==> src/rtl/b_reg_pkg.sv <==
// Shared types and defaults for the context-switching register bank.
package b_reg_pkg;

    localparam int unsigned DefWidth = 8;
    localparam int unsigned DefDepth = 8;

    typedef enum logic [1:0] {
        StIdle,
        StSave,
        StRestore
    } state_e;

endpackage

==> src/rtl/b_reg_ctx_fsm.sv <==
// Save/restore sequencer: walks idx over the bank once per operation and
// generates Busy, Done and the write handshake.
module b_reg_ctx_fsm
    import b_reg_pkg::*;
#(
    parameter int unsigned DEPTH  = DefDepth,
    parameter int unsigned ADDR_W = $clog2(DEPTH)
) (
    input  logic              clk,
    input  logic              rst_n,
    input  logic              save,
    input  logic              restore,
    output state_e            state,
    output logic [ADDR_W-1:0] idx,
    output logic              busy,
    output logic              done,
    output logic              wr_ready
);

    state_e            state_q, state_d;
    logic [ADDR_W-1:0] idx_q, idx_d;
    logic              busy_q, busy_d;
    logic              done_q, done_d;

    always_ff @(posedge clk or negedge rst_n) begin
        if (!rst_n) begin
            state_q <= StIdle;
            idx_q   <= '0;
            busy_q  <= 1'b0;
            done_q  <= 1'b0;
        end else begin
            state_q <= state_d;
            idx_q   <= idx_d;
            busy_q  <= busy_d;
            done_q  <= done_d;
        end
    end

    always_comb begin
        state_d = state_q;
        idx_d   = idx_q;
        done_d  = 1'b0;
        unique case (state_q)
            StIdle: begin
                // Save has priority when both requests arrive together.
                if (save) begin
                    state_d = StSave;
                    idx_d   = '0;
                end else if (restore) begin
                    state_d = StRestore;
                    idx_d   = '0;
                end
            end
            StSave, StRestore: begin
                idx_d = idx_q + ADDR_W'(1);
                if (idx_q == ADDR_W'(DEPTH - 1)) begin
                    state_d = StIdle;
                    done_d  = 1'b1;
                end
            end
            default: begin
                state_d = StIdle;
                idx_d   = '0;
            end
        endcase
        busy_d = (state_d != StIdle);
    end

    assign state    = state_q;
    assign idx      = idx_q;
    assign busy     = busy_q;
    assign done     = done_q;
    assign wr_ready = !busy_q;

endmodule

==> src/rtl/b_reg_ctx.sv <==
// Parametrised register bank with two combinational read ports, one write port
// and a shadow bank for interrupt context save/restore.
module b_reg_ctx
    import b_reg_pkg::*;
#(
    parameter int unsigned WIDTH    = DefWidth,
    parameter int unsigned DEPTH    = DefDepth,
    parameter int unsigned ADDR_W   = $clog2(DEPTH),
    parameter bit          ZERO_REG = 1'b0,
    parameter bit          BYPASS   = 1'b1
) (
    input  logic              Clk,
    input  logic              Rst,
    input  logic              Wr_en,
    input  logic [ADDR_W-1:0] Wr_addr,
    input  logic [WIDTH-1:0]  Wr_data,
    output logic              Wr_ready,
    input  logic [ADDR_W-1:0] Rd_addr_x,
    input  logic [ADDR_W-1:0] Rd_addr_y,
    output logic [WIDTH-1:0]  Rx,
    output logic [WIDTH-1:0]  Ry,
    input  logic              Save,
    input  logic              Restore,
    output logic              Busy,
    output logic              Done
);

    logic [WIDTH-1:0]  main_q   [DEPTH];
    logic [WIDTH-1:0]  shadow_q [DEPTH];
    state_e            state;
    logic [ADDR_W-1:0] idx;
    logic              wr_fire;
    logic              wr_commit;
    logic              rst_commit;
    logic              save_commit;

    b_reg_ctx_fsm #(
        .DEPTH  (DEPTH),
        .ADDR_W (ADDR_W)
    ) u_fsm (
        .clk      (Clk),
        .rst_n    (Rst),
        .save     (Save),
        .restore  (Restore),
        .state    (state),
        .idx      (idx),
        .busy     (Busy),
        .done     (Done),
        .wr_ready (Wr_ready)
    );

    assign wr_fire     = Wr_en && Wr_ready;
    // A hard-zero register 0 never takes a write or a restored value.
    assign wr_commit   = wr_fire && !(ZERO_REG && (Wr_addr == '0));
    assign rst_commit  = (state == StRestore) && !(ZERO_REG && (idx == '0));
    assign save_commit = (state == StSave);

    always_ff @(posedge Clk or negedge Rst) begin
        if (!Rst) begin
            for (int i = 0; i < DEPTH; i++) begin
                main_q[i] <= '0;
            end
        end else begin
            if (wr_commit) begin
                main_q[Wr_addr] <= Wr_data;
            end
            if (rst_commit) begin
                main_q[idx] <= shadow_q[idx];
            end
        end
    end

    always_ff @(posedge Clk or negedge Rst) begin
        if (!Rst) begin
            for (int i = 0; i < DEPTH; i++) begin
                shadow_q[i] <= '0;
            end
        end else if (save_commit) begin
            shadow_q[idx] <= main_q[idx];
        end
    end

    always_comb begin
        Rx = main_q[Rd_addr_x];
        Ry = main_q[Rd_addr_y];
        if (BYPASS && wr_fire && (Rd_addr_x == Wr_addr)) begin
            Rx = Wr_data;
        end
        if (BYPASS && wr_fire && (Rd_addr_y == Wr_addr)) begin
            Ry = Wr_data;
        end
        if (ZERO_REG && (Rd_addr_x == '0)) begin
            Rx = '0;
        end
        if (ZERO_REG && (Rd_addr_y == '0)) begin
            Ry = '0;
        end
    end

endmodule

==> config.mk <==
export PLATFORM = sky130hd
export DESIGN_NAME = b_reg_ctx
export DESIGN_NICKNAME = d
export VERILOG_FILES = /design/src/rtl/b_reg_pkg.sv /design/src/rtl/b_reg_ctx_fsm.sv /design/src/rtl/b_reg_ctx.sv
export SDC_FILE = /design/constraint.sdc
export NUM_CORES = 1
export LEC_CHECK = 0
export BUFFER_PORTS_ARGS = -buffer_cell sky130_fd_sc_hd__buf_4
export CAP_MARGIN = 0
export CORE_ASPECT_RATIO = 0.8
export CORE_MARGIN = 2
export CORE_UTILIZATION = 40
export CTS_CLUSTER_DIAMETER = 150
export DETAILED_ROUTE_END_ITERATION = 8
export PLACE_DENSITY = 0.66
export SLEW_MARGIN = 20
export SYNTH_ARGS = -nofsm -noshare
export SYNTH_HDL_FRONTEND = slang
export SYNTH_SLANG_ARGS = --single-unit
==> constraint.sdc <==
create_clock -name Clk -period 5 [get_ports Clk]
set_clock_uncertainty 0.2 [all_clocks]
set_input_delay 0.5 -clock Clk [delete_from_list [all_inputs] [get_ports Clk]]
set_output_delay 0.5 -clock Clk [all_outputs]
set_load 0.01 [all_outputs]
### Word level (Yosys, flattened, before mapping)

Cells that the tools add are included.
Widths: inputs -> output; s select.

* multiplexer cells: 32
* reductions and logical operators: 9
* bitwise operators: 4
* $lt $le $gt $ge: 6
* add/subtract/negate cells: 1
* eq/ne operators: 6

Operator list (count)
* $bwmux 64: 3
* $mux 64: 2
* $bmux 8 s3: 4
* $mux 8: 12
* $demux 8 s3: 2
* $ge 4x4->1 const B: 4
* $not 3->4: 4
* $lt 4x1->1 const B: 2
* $eq 3x3->1: 2
* $mux 2: 3
* $mux 3: 2
* $pmux 3 s2: 1
* $logic_and 1x1->1: 5
* $pmux 2 s2: 1
* $add 3x1->3 const B: 1
* $eq 3x3->1 const B: 1
* $ne 3x3->1 const B: 1
* $eq 2x1->1 const B: 1
* $eq 2x2->1 const B: 1
* $logic_not 2->1: 1
* $mux 1: 2
* $reduce_bool 2->1: 1
* $reduce_or 2->1: 1
* $logic_not 1->1: 1

* bits in registers: 135
* word-level logic and storage cells: 78
* output and inout port bits: 19
* bits of input ports: 22

### Logic depth before layout (Yosys ltp)

Gate-level depths: netlist (run 1).

* depth in word-level cells: 9
* mapped depth: 8
* gate-level depth less buffers: 6

### Hierarchy

Synthesis (run 1) repeated with hierarchy kept, for this count alone.

* cells, all modules: 626
* area total of the unflattened synthesis: 7907.6 µm²

By module, submodules not included
* b_reg_ctx: cells each 590, sequential area each 3203.1 µm², area each 7529.7 µm², instances 1
* b_reg_ctx_fsm: cells each 36, sequential area each 175.2 µm², area each 377.9 µm², instances 1

### Least setup slack after synthesis (run 1)

No wires, ideal clock.

* path type: input port to output port
* start point: input Rd_addr_y[0]
* end point: output Ry[0]
* buffers on the path: 2
* data arrival time: 1.555 ns
* data required time: 4.300 ns
* setup slack: 2.745 ns
* cell stages on the path: 5
* cells stage by stage: buf_6 > buf_6 > mux4_1 > mux2i_1 > a21oi_1

* cells in the longest elaborated chain, start to end: 5
* elaborated cells on any way between the ends: 7
* classes of those cells: eq/ne: 1; mux: 4; bitwise: 1; reduce/logical: 1

RTL lines
* start: declaration: RTL line b_reg_ctx.sv:19 `input logic [ADDR_W-1:0] Rd_addr_y,`
* $not 3->4 (not written as such): RTL line b_reg_ctx.sv:85 `Ry = main_q[Rd_addr_y];`
* $bmux 8 s3: RTL line b_reg_ctx.sv:85
* $mux 8 (not written as such) (2 in a row): RTL line b_reg_ctx.sv:85
* $mux 8 *: RTL line b_reg_ctx.sv:89 `if (BYPASS && wr_fire && (Rd_addr_y == Wr_addr)) begin`
* end: declaration: RTL line b_reg_ctx.sv:21 `output logic [WIDTH-1:0] Ry,`

Mark *: on every way between the ends. The rest lies on a longest branch, timed or not. The select of a mux whose other input is x is not followed.

### Worst setup path in the final report (run 1)

* start point: register u_fsm.busy_q, in the netlist u_fsm.busy
* end point: output Rx[0]

* cells in the longest elaborated chain, start to end: 4

RTL lines
* start: declaration: RTL line b_reg_ctx_fsm.sv:22 `logic busy_q, busy_d;`
* start signal: assignment: RTL line b_reg_ctx_fsm.sv:34 `busy_q <= busy_d;`
* $logic_not 1->1: RTL line b_reg_ctx_fsm.sv:73 `assign wr_ready = !busy_q;`
* $logic_and 1x1->1: RTL line b_reg_ctx.sv:52 `assign wr_fire = Wr_en && Wr_ready;`
* $logic_and 1x1->1: RTL line b_reg_ctx.sv:86 `if (BYPASS && wr_fire && (Rd_addr_x == Wr_addr)) begin`
* $mux 8: RTL line b_reg_ctx.sv:86
* end: declaration: RTL line b_reg_ctx.sv:20 `output logic [WIDTH-1:0] Rx,`

No other way between the ends.

==> results of run 1 <==
[cells in the mapped netlist, drive strengths merged]
cell type	instances	area share [%]
and3	1	0.080
dfrtp	135	43
nand2b	3	0.33
nand4	4	0.67
nor2	53	2.6
mux2	84	12
nor3	4	0.67
and2	1	0.080
o21ai	37	2.4
nand4b	6	1.3
mux4	44	14
nand2	42	2.0
nand3b	3	0.45
ha	6	0.95
mux2i	80	10
a2bb2oi	1	0.11
nand3	1	0.13
or2	1	0.080
a21oi	49	3.1
nor3b	7	1.1
buf	48	4.1
nor2b	2	0.16
xnor2	6	0.67
and2b	1	0.096
inv	3	0.14
[path summary, 6_finish.rpt]
kind	slack, ns	end	depth (start not counted)	start
max	1.87	Rx[0]	4	u_fsm.busy$_DFF_PN0_
min	0.006	main_q[30]$_DFF_PN0_	1	Rst
max reg2reg	2.26	main_q[45]$_DFF_PN0_	3	u_fsm.idx[1]$_DFFE_PN0P_
min reg2reg	0.29	shadow_q[54]$_DFFE_PN0P_	1	shadow_q[54]$_DFFE_PN0P_
max in group asynchronous	3.59	main_q[60]$_DFF_PN0_	2	Rst
min in group Clk	0.24	u_fsm.idx[0]$_DFFE_PN0P_	3	Restore
[stage by stage]
step                hold slack (ns)  std cells  total power [W]  area, µm²
floorplan                  0.004409        622         0.003252       7863
global placement             0.2633        878         0.003735       8213
detailed placement           0.2794        878         0.003846       8213
CTS                         0.04173        910         0.005079       8780
global route                0.07805        910         0.005364       8780
finish                     0.005761        910         0.005063       8780
[worst max-delay path, cell delays in order, from the launching register on]
cell and delay, ns:
dfrtp_1 0.51, and2b_1 0.32, nand4_1 0.61, a21oi_1 0.39, buf_4 0.16
[power breakdown]
group          internal, W  switching [W]  total [W]
clock             0.000753       0.000470    0.00122
sequential         0.00156       0.000453    0.00201
combinational     0.000998       0.000831    0.00183
[area by class of cell]
class | count | area (µm²) | share of cell area, %
timing repair buffer | 46 | 345.3 | 3.933
inverter | 3 | 11.26 | 0.1283
tap | 258 | 322.8 | 3.677
clock inverter | 10 | 102.6 | 1.169
multi-input combinational | 436 | 4154 | 47.31
clock buffer | 22 | 464.2 | 5.287
sequential | 135 | 3379 | 38.49
[metal layers]
| layer | vias to the layer above | global-route usage, % | share of wire [%] |
|---|---|---|---|
| li1 | 2337 | - | - |
| met1 | 2750 | 27.07 | 44 |
| met2 | 183 | 31.72 | 46 |
| met3 | 34 | 6.338 | 7.4 |
| met4 | 0 | 8.403 | 2.3 |
| met5 | - | 0 | 0 |
[sequential cells by signal (all words and copies together) (netlist names)]
| name | flops |
|---|---|
| u_fsm.busy | 1 |
| shadow_q | 64 |
| u_fsm.state | 2 |
| u_fsm.done | 1 |
| u_fsm.idx | 3 |
| main_q | 64 |
[cells by family (layout without fill, tap and decap cells)]
logic type	after synthesis	in the layout	share of synthesized area (%)
fa+ha+maj	6	6	0.9548
flops	135	135	42.97
xor+xnor	6	6	0.6684
buf+inv	51	81	4.201
mux	208	208	35.82
simple gates	129	129	9.803
compound gates	87	87	5.586
==> flow_summary_export.csv, run 1 <==
group,metric,value,unit
placement,gp_congestion,0.8354,
route,drt-total-wl,20030,µm
clock_tree,clockRootBuffer,"clkbuf_16",
clock_tree,postCtsSetupBuffers,0,
die,die_y,129.4,µm
synthesis,netlist_area,0.007863,mm²
power,p_leak,3.760,nW
global_routing,antenna_found_initial,0,
placement,post-place-ws,2.222,ns
route,first_pass_iters,5,
cells_and_area,utilization,45.86,%
die,ios,41,
sta,worstMarginPinSlew,1.073,ns
setup_path,end_kind,"primary output",
cells_and_area,n_fill_cell,1736,
clock_tree,htree_levels,4,
cells_and_area,layout_common_cells,"dfrtp_1, mux2_2, mux2i_1",
global_routing,grtUsageTotal,20.47,%
sta,rsz0062_at_grt,"false",
setup_path,critPathKind,"flip-flop to primary output",
clock_tree,clock_sink_count,135,
synthesis,syn-num-nets,650,
die,rows,45,
route,viasPerCell,5.829,
synthesis,ys_types,40,
clock_tree,hold_buffers,0,
global_routing,grt_pass1_wl,31770,µm
cells_and_area,drive_gt1_share,31.29,%
sta,period_needed,3.128,ns
route,drc,0,
power,p_per_area,576.7,mW/mm²
die,coreArea,0.01914,mm²
sta,setup_ws,1.872,ns
sta,setup_violations,0,
sta,fmax,319.7,MHz
route,drtIter0Drc,520,
global_routing,grt_max_degree,74,
synthesis,synth-seq-area-share,42.97,%
route,antenna_left,0,
clock_tree,worstSkewPairLatency,0.43,ns
setup_path,worstPathArrival,2.43,ns
placement,io_buffers,40,
synthesis,synth.ff_latch_count,135,
synthesis,avgSynthCellArea,12.64,µm²
setup_path,worstPathMaxFanout,16,
setup_path,required,4.30,ns
global_routing,grt_pass1_vias,5516,
cells_and_area,n_antenna_cell,0,
power,ir_worst_vdd,0.2583,mV
synthesis,syn_inst,622,
cells_and_area,layout_commonest_cell,"dfrtp_1",
cells_and_area,final_nets,667,
clock_tree,cts.clk_slew.worst_paths,0.06,ns
sta,relSlewSlack,28.08,%
min_path,hold_path.class,"primary input to asynchronous set/reset pin",
status,run_status,"complete, no violations",
clock_tree,cts_inserted_buffers,17,
clock_tree,cts_max_path_buffers,2,
job,cap_violations,0,
setup_path,critical_path.startpoint_type,"flip-flop",
cells_and_area,synthToLayoutAreaGrowth,11.66,%
synthesis,yosys_warnings,0,
global_routing,grt_overflow,0,
clock_tree,cts_resized,0,
sta,hold_viol,0,
clock_tree,cts_tree,"yes",
sta,fin_setup_tns,0,ns
sta,drv_slew,0,
route,wl_per_cell,22.01,µm
die,start_util,41.07,%
placement,dp_hpwl,13720,µm
die,die-area,0.02080,mm²
route,num_vias,5304,
sta,fin_crit_sh,62.57,%
die,fp.dieW,160.8,µm
Power figures use the tool's default switching activity.
==> inputs of run 2 (changes only) <==
- PLACE_DENSITY: 0.66 -> 0.68
- clock period: 5 -> 2.6 ns (I/O delays scaled with it)
==> run 2 against run 1 <==
Against the previous run: wire length up 2.8%; setup slack got worse by 1.7 ns; sequential share of layout area decreased by 1.3 points; largest cell class unchanged; critical path depth unchanged; via count rose by 2.1%; global-route usage increased by 0.15 points; cell count increased by 2.4%; worst hold slack gained 0.00072 ns; combinational power is 100% higher; utilization increased by 1.6 points; final area grew 3.4%; register-to-register slack worse by 1.9 ns.
==> flow_summary_export.csv, run 2 (synthesis results as in run 1) <==
group,metric,value,unit
setup_path,worstPathMaxFanout,11,
global_routing,grt_max_degree,48,
min_path,hold_path.class,"primary input to flip-flop",
power,swShare,33.73,%
power,p_int,0.006765,W
clock_tree,cts_tree,"yes",
die,rows,45,
clock_tree,clock_sink_count,135,
route,wl_per_cell,22.08,µm
clock_tree,cts.clk_slew.worst_paths,0.06,ns
route,drtIter0Drc,460,
power,power.switching,0.003443,W
placement,gp_congestion,0.8513,
clock_tree,clockRootBuffer,"clkbuf_16",
route,met3WireLength,1580,µm
setup_path,required,2.14,ns
route,drt-total-wl,20580,µm
cells_and_area,drive_gt1_share,33.38,%
placement,io_buffers,40,
setup_path,end_kind,"primary output",
route,first_pass_iters,5,
sta,rsz0062_at_grt,"false",
die,start_util,41.07,%
sta,drv_slew,0,
cells_and_area,layout_common_cells,"dfrtp_1, mux2_2, mux2i_1",
route,drt-met1-wl,8966,µm
sta,fin_setup_tns,0,ns
route,viasPerCell,5.809,
route,routed.top_layer,"met4",
global_routing,grt_pass1_wl,31940,µm
global_routing,grt_overflow,0,
clock_tree,cts_max_path_buffers,2,
die,fp.dieW,160.8,µm
die,die-area,0.02080,mm²
placement,dpl_cell_area,0.008408,mm²
route,drc,0,
job,cap_violations,0,
power,p_leak,3.912,nW
die,die_y,129.4,µm
clock_tree,cts_inserted_buffers,17,
sta,worstMarginPinSlew,0.9355,ns
setup_path,critPathKind,"flip-flop to primary output",
cells_and_area,layout_commonest_cell,"dfrtp_1",
sta,fmax,414.4,MHz
setup_path,worstPathArrival,1.95,ns
global_routing,grt_pass1_vias,5602,
setup_path,critical_path.startpoint_type,"flip-flop",
cells_and_area,synthToLayoutAreaGrowth,15.48,%
cells_and_area,n_antenna_cell,0,
placement,dp.cells,899,
sta,hold_viol,0,
route,antenna_left,0,
sta,period_needed,2.413,ns
sta,relSlewSlack,37.30,%
die,ios,41,
global_routing,antenna_found_initial,1,
cells_and_area,fin_area,0.009080,mm²
route,num_vias,5414,
route,wl_met2,9657,µm
status,run_status,"complete, no violations",
power,ir_worst_vdd,0.4009,mV
power,clock_power_share,26.2,%
clock_tree,htree_levels,4,
die,coreArea,0.01914,mm²
power,combPwrFrac,36.7,%
power,p_per_area,1124,mW/mm²
power,power_frac_seq,37.2,%
sta,fin_crit_sh,92.82,%
cells_and_area,stdcell_count,932,
clock_tree,worstSkewPairLatency,0.44,ns
clock_tree,cts_resized,0,
global_routing,grtUsageTotal,20.63,%
sta,finalHoldWorstSlack,0.006482,ns
sta,setup_violations,0,
placement,dp_hpwl,14240,µm
cells_and_area,final_nets,691,
run 2: changes by cell type in the layout (fill, tap and decap cells not counted), sizes merged:
cell	before	now
clkinvlp	1	2
dlygate4sd3	0	2
buf	46	68
clkinv	7	1
bufinv	2	5
run 2: path summary, 6_finish.rpt:
| check | slack, ns | depth (start not counted) | from | end |
|---|---|---|---|---|
| min in group asynchronous | 0.18 | 2 | Rst | main_q[2]$_DFF_PN0_ |
| min reg2reg | 0.30 | 1 | shadow_q[54]$_DFFE_PN0P_ | shadow_q[54]$_DFFE_PN0P_ |
| max | 0.19 | 4 | u_fsm.busy$_DFF_PN0_ | Ry[4] |
| max reg2reg | 0.33 | 5 | u_fsm.state[1]$_DFF_PN0_ | shadow_q[55]$_DFFE_PN0P_ |
| max in group asynchronous | 1.29 | 3 | Rst | u_fsm.idx[0]$_DFFE_PN0P_ |
| min | 0.006 | 3 | Save | u_fsm.state[0]$_DFF_PN0_ |
run 2: metrics by stage:
step | util [%] | setup slack [ns] | power [W]
finish | 47.43 | 0.1866 | 0.01021
global route | 47.43 | 0.07163 | 0.01076
CTS | 47.39 | 0.08487 | 0.01021
detailed placement | 43.92 | 0.3227 | 0.007519
global placement | 43.92 | 0.3819 | 0.007288
floorplan | - | 0.6861 | 0.006254
run 2: power by group through the flow:
| stage | combinational, W | sequential (W) | clock, W |
|---|---|---|---|
| 2_1_floorplan | 0.00279 | 0.00346 | 0 |
| 5_1_grt | 0.00403 | 0.00393 | 0.00281 |
| 6_report | 0.00374 | 0.00379 | 0.00267 |
| 3_5_place_dp | 0.00372 | 0.00380 | 0 |
| 4_1_cts | 0.00374 | 0.00378 | 0.00269 |
| 3_3_place_gp | 0.00359 | 0.00370 | 0 |
run 2: critical path, cell delays in order, from the launching register on:
cell and delay, ns:
dfrtp_1 0.37, and2b_1 0.26, nand4_2 0.31, a21oi_1 0.40
buf_4 0.19
run 2: metal layers:
metal	track usage, %	up-vias
met4	6.880	0
met2	32.78	223
li1	-	2389
met1	27.44	2776
met5	0	-
met3	6.082	26
run 2: cell type report:
type	instances	area, µm²
Sequential cell	135	3379
Fill cell	1702	10060
Clock inverter	8	170.2
Multi-Input combinational cell	436	4154
Inverter	3	11.26
Clock buffer	22	474.2
Tap cell	258	322.8
Timing Repair Buffer	70	568.0
run 2: repair_timing:
action                                  in CTS  in global routing
setup buffers                                0                  1
hold buffers                                 2                  0
hold endpoints to repair                    44                  0
endpoints found under the setup margin       0                  4
==> inputs of run 3 (changes only) <==
- SYNTH_HIERARCHICAL: default -> 1
==> run 3 against run 2 <==
Against the previous run: combinational power is 8.3% higher; total power is 0.48% lower; register-to-register slack hardly changed; die area is 0.56% higher; count of clock-buffer cells in the layout is 1 lower; sequential cell count stayed put; largest cell class unchanged; critical endpoint is now Ry[0]; highest routed layer unchanged.
==> flow_summary_export.csv, run 3 <==
group,metric,value,unit
status,run_status,"complete, no violations",
synthesis,synth_edf_count,0,
clock_tree,clock_sink_count,135,
synthesis,synth.ff_latch_count,135,
sta,fin_setup_tns,0,ns
global_routing,grtUsageTotal,20.28,%
setup_path,crit_start,"u_fsm/busy$_DFF_PN0_",
power,ir_worst_vdd,0.4683,mV
synthesis,async_reset_ff_share,100.0,%
power,power,0.01016,W
cells_and_area,layout_common_cells,"mux2i_1, dfrtp_1, mux2_2",
die,rows,45,
power,p_per_area,1127,mW/mm²
die,fp.dieW,161.2,µm
sta,rsz0062_at_grt,"false",
synthesis,synth_simple_gate_area_share,7.373,%
global_routing,grt_pass1_vias,5850,
setup_path,timing.rr.start,"u_fsm/state[1]$_DFF_PN0_",
route,drc,0,
min_path,hold_path.class,"primary input to flip-flop",
die,die_y,129.8,µm
die,die-area,0.02092,mm²
sta,setup_violations,0,
sta,drv_slew,0,
power,p_leak,3.792,nW
cells_and_area,drive_gt1_share,31.52,%
sta,setup_ws,0.06424,ns
synthesis,yosys_warnings,6,
min_path,hold_end,"main_q[60]$_DFF_PN0_",
synthesis,syn-num-nets,652,
clock_tree,htree_levels,4,
route,drt-total-wl,19880,µm
global_routing,antenna_found_initial,0,
synthesis,yosysMostFrequentCell,"mux2i_1",
route,wl_per_cell,21.21,µm
synthesis,synth-seq-area-share,42.72,%
synthesis,avgSynthCellArea,12.63,µm²
synthesis,synth_top_family_by_area,"multiplexers",
synthesis,synth_mux_area_share,40.11,%
cells_and_area,layout_commonest_cell,"mux2i_1",
sta,fin_crit_sh,97.53,%
synthesis,syn_inst,626,
route,antenna_left,0,
setup_path,reg2regPathDepth,4,
setup_path,end_kind,"primary output",
min_path,hp-start,"Wr_data[4]",
synthesis,synth_top_cell_by_area,"dfrtp_1",
placement,gp_congestion,0.9022,
global_routing,grt_pass1_wl,32340,µm
cells_and_area,synthToLayoutAreaGrowth,13.97,%
clock_tree,clockRootBuffer,"clkbuf_16",
die,start_util,41.19,%
synthesis,synth_flop_cell,"dfrtp_1",
synthesis,ys_types,40,
route,num_vias,5455,
clock_tree,cts_max_path_buffers,2,
setup_path,r2r_slack,0.32,ns
cells_and_area,final_nets,693,
synthesis,netlist_top_cells_area,"dfrtp_1, mux2i_1, mux4_2",
job,cap_violations,0,
sta,worstMarginPinSlew,0.6633,ns
die,coreArea,0.01920,mm²
synthesis,synth_top_area_share,42.72,%
clock_tree,worstSkewPairLatency,0.42,ns
synthesis,synthAdderAreaFrac,0.6329,%
die,ios,41,
sta,relSlewSlack,55.67,%
route,viasPerCell,5.822,
sta,hold_viol,0,
route,first_pass_iters,5,
sta,period_needed,2.536,ns
synthesis,netlist_area,0.007908,mm²
synthesis,synthTopCellsByCount,"mux2i_1, dfrtp_1, mux2_2, nand2_1, mux4_2",
clock_tree,postCtsSetupBuffers,0,
synthesis,synth_xor_xnor_area_share,0.7595,%
setup_path,critical_path.startpoint_type,"flip-flop",
min_path,hold_depth,3,
setup_path,critPathKind,"flip-flop to primary output",
setup_path,required,2.14,ns
route,drtIter0Drc,525,
placement,io_buffers,40,
cells_and_area,n_antenna_cell,0,
global_routing,grt_max_degree,52,
clock_tree,cts_tree,"yes",
clock_tree,cts_inserted_buffers,17,
clock_tree,cts.clk_slew.worst_paths,0.06,ns
placement,post-place-ws,0.2556,ns
global_routing,grt_overflow,0,
placement,dp_hpwl,14250,µm
setup_path,worstPathMaxFanout,8,
sta,fmax,394.4,MHz
setup_path,worstPathArrival,2.08,ns
synthesis,synth_compound_area_share,4.415,%
setup_path,r2r_end,"main_q[56]$_DFF_PN0_",
run 3: cell count changes in the layout (fill, tap and decap cells not counted), moves of 5 or more:
cell,previous run,this run
a21oi_1,49,30
buf_4,65,60
clkinv_2,1,7
mux2_2,83,63
mux2i_1,80,138
mux4_1,21,7
mux4_2,23,39
nor2_1,52,37
nor2_2,0,6
o21ai_0,36,30
xnor2_1,6,0
xor2_1,0,5
run 3: worst max-delay path by stage:
| stage | to | slack [ns] | cells after the start |
|---|---|---|---|
| after floorplan | Rx[1] | 0.48 | 5 |
| after global placement | Ry[3] | 0.28 | 5 |
| after detailed placement | Ry[3] | 0.26 | 5 |
| after CTS | Rx[1] | 0.02 | 6 |
| after global routing | Ry[1] | 0.009 | 4 |
| final | Ry[0] | 0.06 | 6 |
run 3: critical path: stages, from the launching register on:
cell and delay, ns:
dfrtp_2 0.47, inv_4 0.10, nand2_2 0.09, nor4_4 0.20, buf_4 0.23, mux2_2 0.39, buf_4 0.15
run 3: cell type report:
class | count | area, µm²
Multi-Input combinational cell | 441 | 4213
Sequential cell | 135 | 3381
Fill cell | 1680 | 10190
Clock inverter | 10 | 81.33
Inverter | 5 | 21.27
Tap cell | 258 | 322.8
Clock buffer | 21 | 450.4
Timing Repair Buffer | 67 | 543.0
run 3: logic make-up after synthesis:
family,count (synthesis)
AO/OA/AOI/OAI,66
XOR/XNOR,6
adder cells (fa/ha/maj),4
buffers and inverters,50
flip-flops,135
multiplexers,248
AND/OR/NAND/NOR,117
run 3: metrics by stage:
stage	cells	hold WS, ns	cell area [µm²]	utilization, %
6_report	937	0.03997	9012	46.94
5_1_grt	937	0.04170	9012	46.94
4_1_cts	937	0.02861	9016	46.96
3_5_place_dp	903	0.01452	8444	43.98
3_3_place_gp	903	0.006395	8444	43.98
2_1_floorplan	626	-0.2356	7908	-
run 3: where the power goes:
part	switching [W]	total, W	internal (W)
logic	0.00189	0.00405	0.00215
registers	0.000856	0.00391	0.00306
clock network	0.000879	0.00220	0.00132
total	0.00363	0.0102	0.00653
run 3: metal layers:
| layer | part of all wire [%] | wire length, µm | vias to the layer above | global-route usage [%] |
|---|---|---|---|---|
| li1 | - | - | 2395 | - |
| met2 | 48 | 9479 | 184 | 32.85 |
| met5 | 0 | 0 | - | 0 |
| met4 | 1.9 | 373 | 0 | 6.565 |
| met3 | 6.1 | 1205 | 40 | 5.086 |
| met1 | 44 | 8820 | 2836 | 27.12 |
run 3: what timing repair did:
action | CTS | global route
pin swaps | 0 | 1
gates cloned | 0 | 0
hold buffers | 3 | 0
setup endpoints to repair | 16 | 8
hold endpoints to repair | 97 | 0
resized for setup | 5 | 1
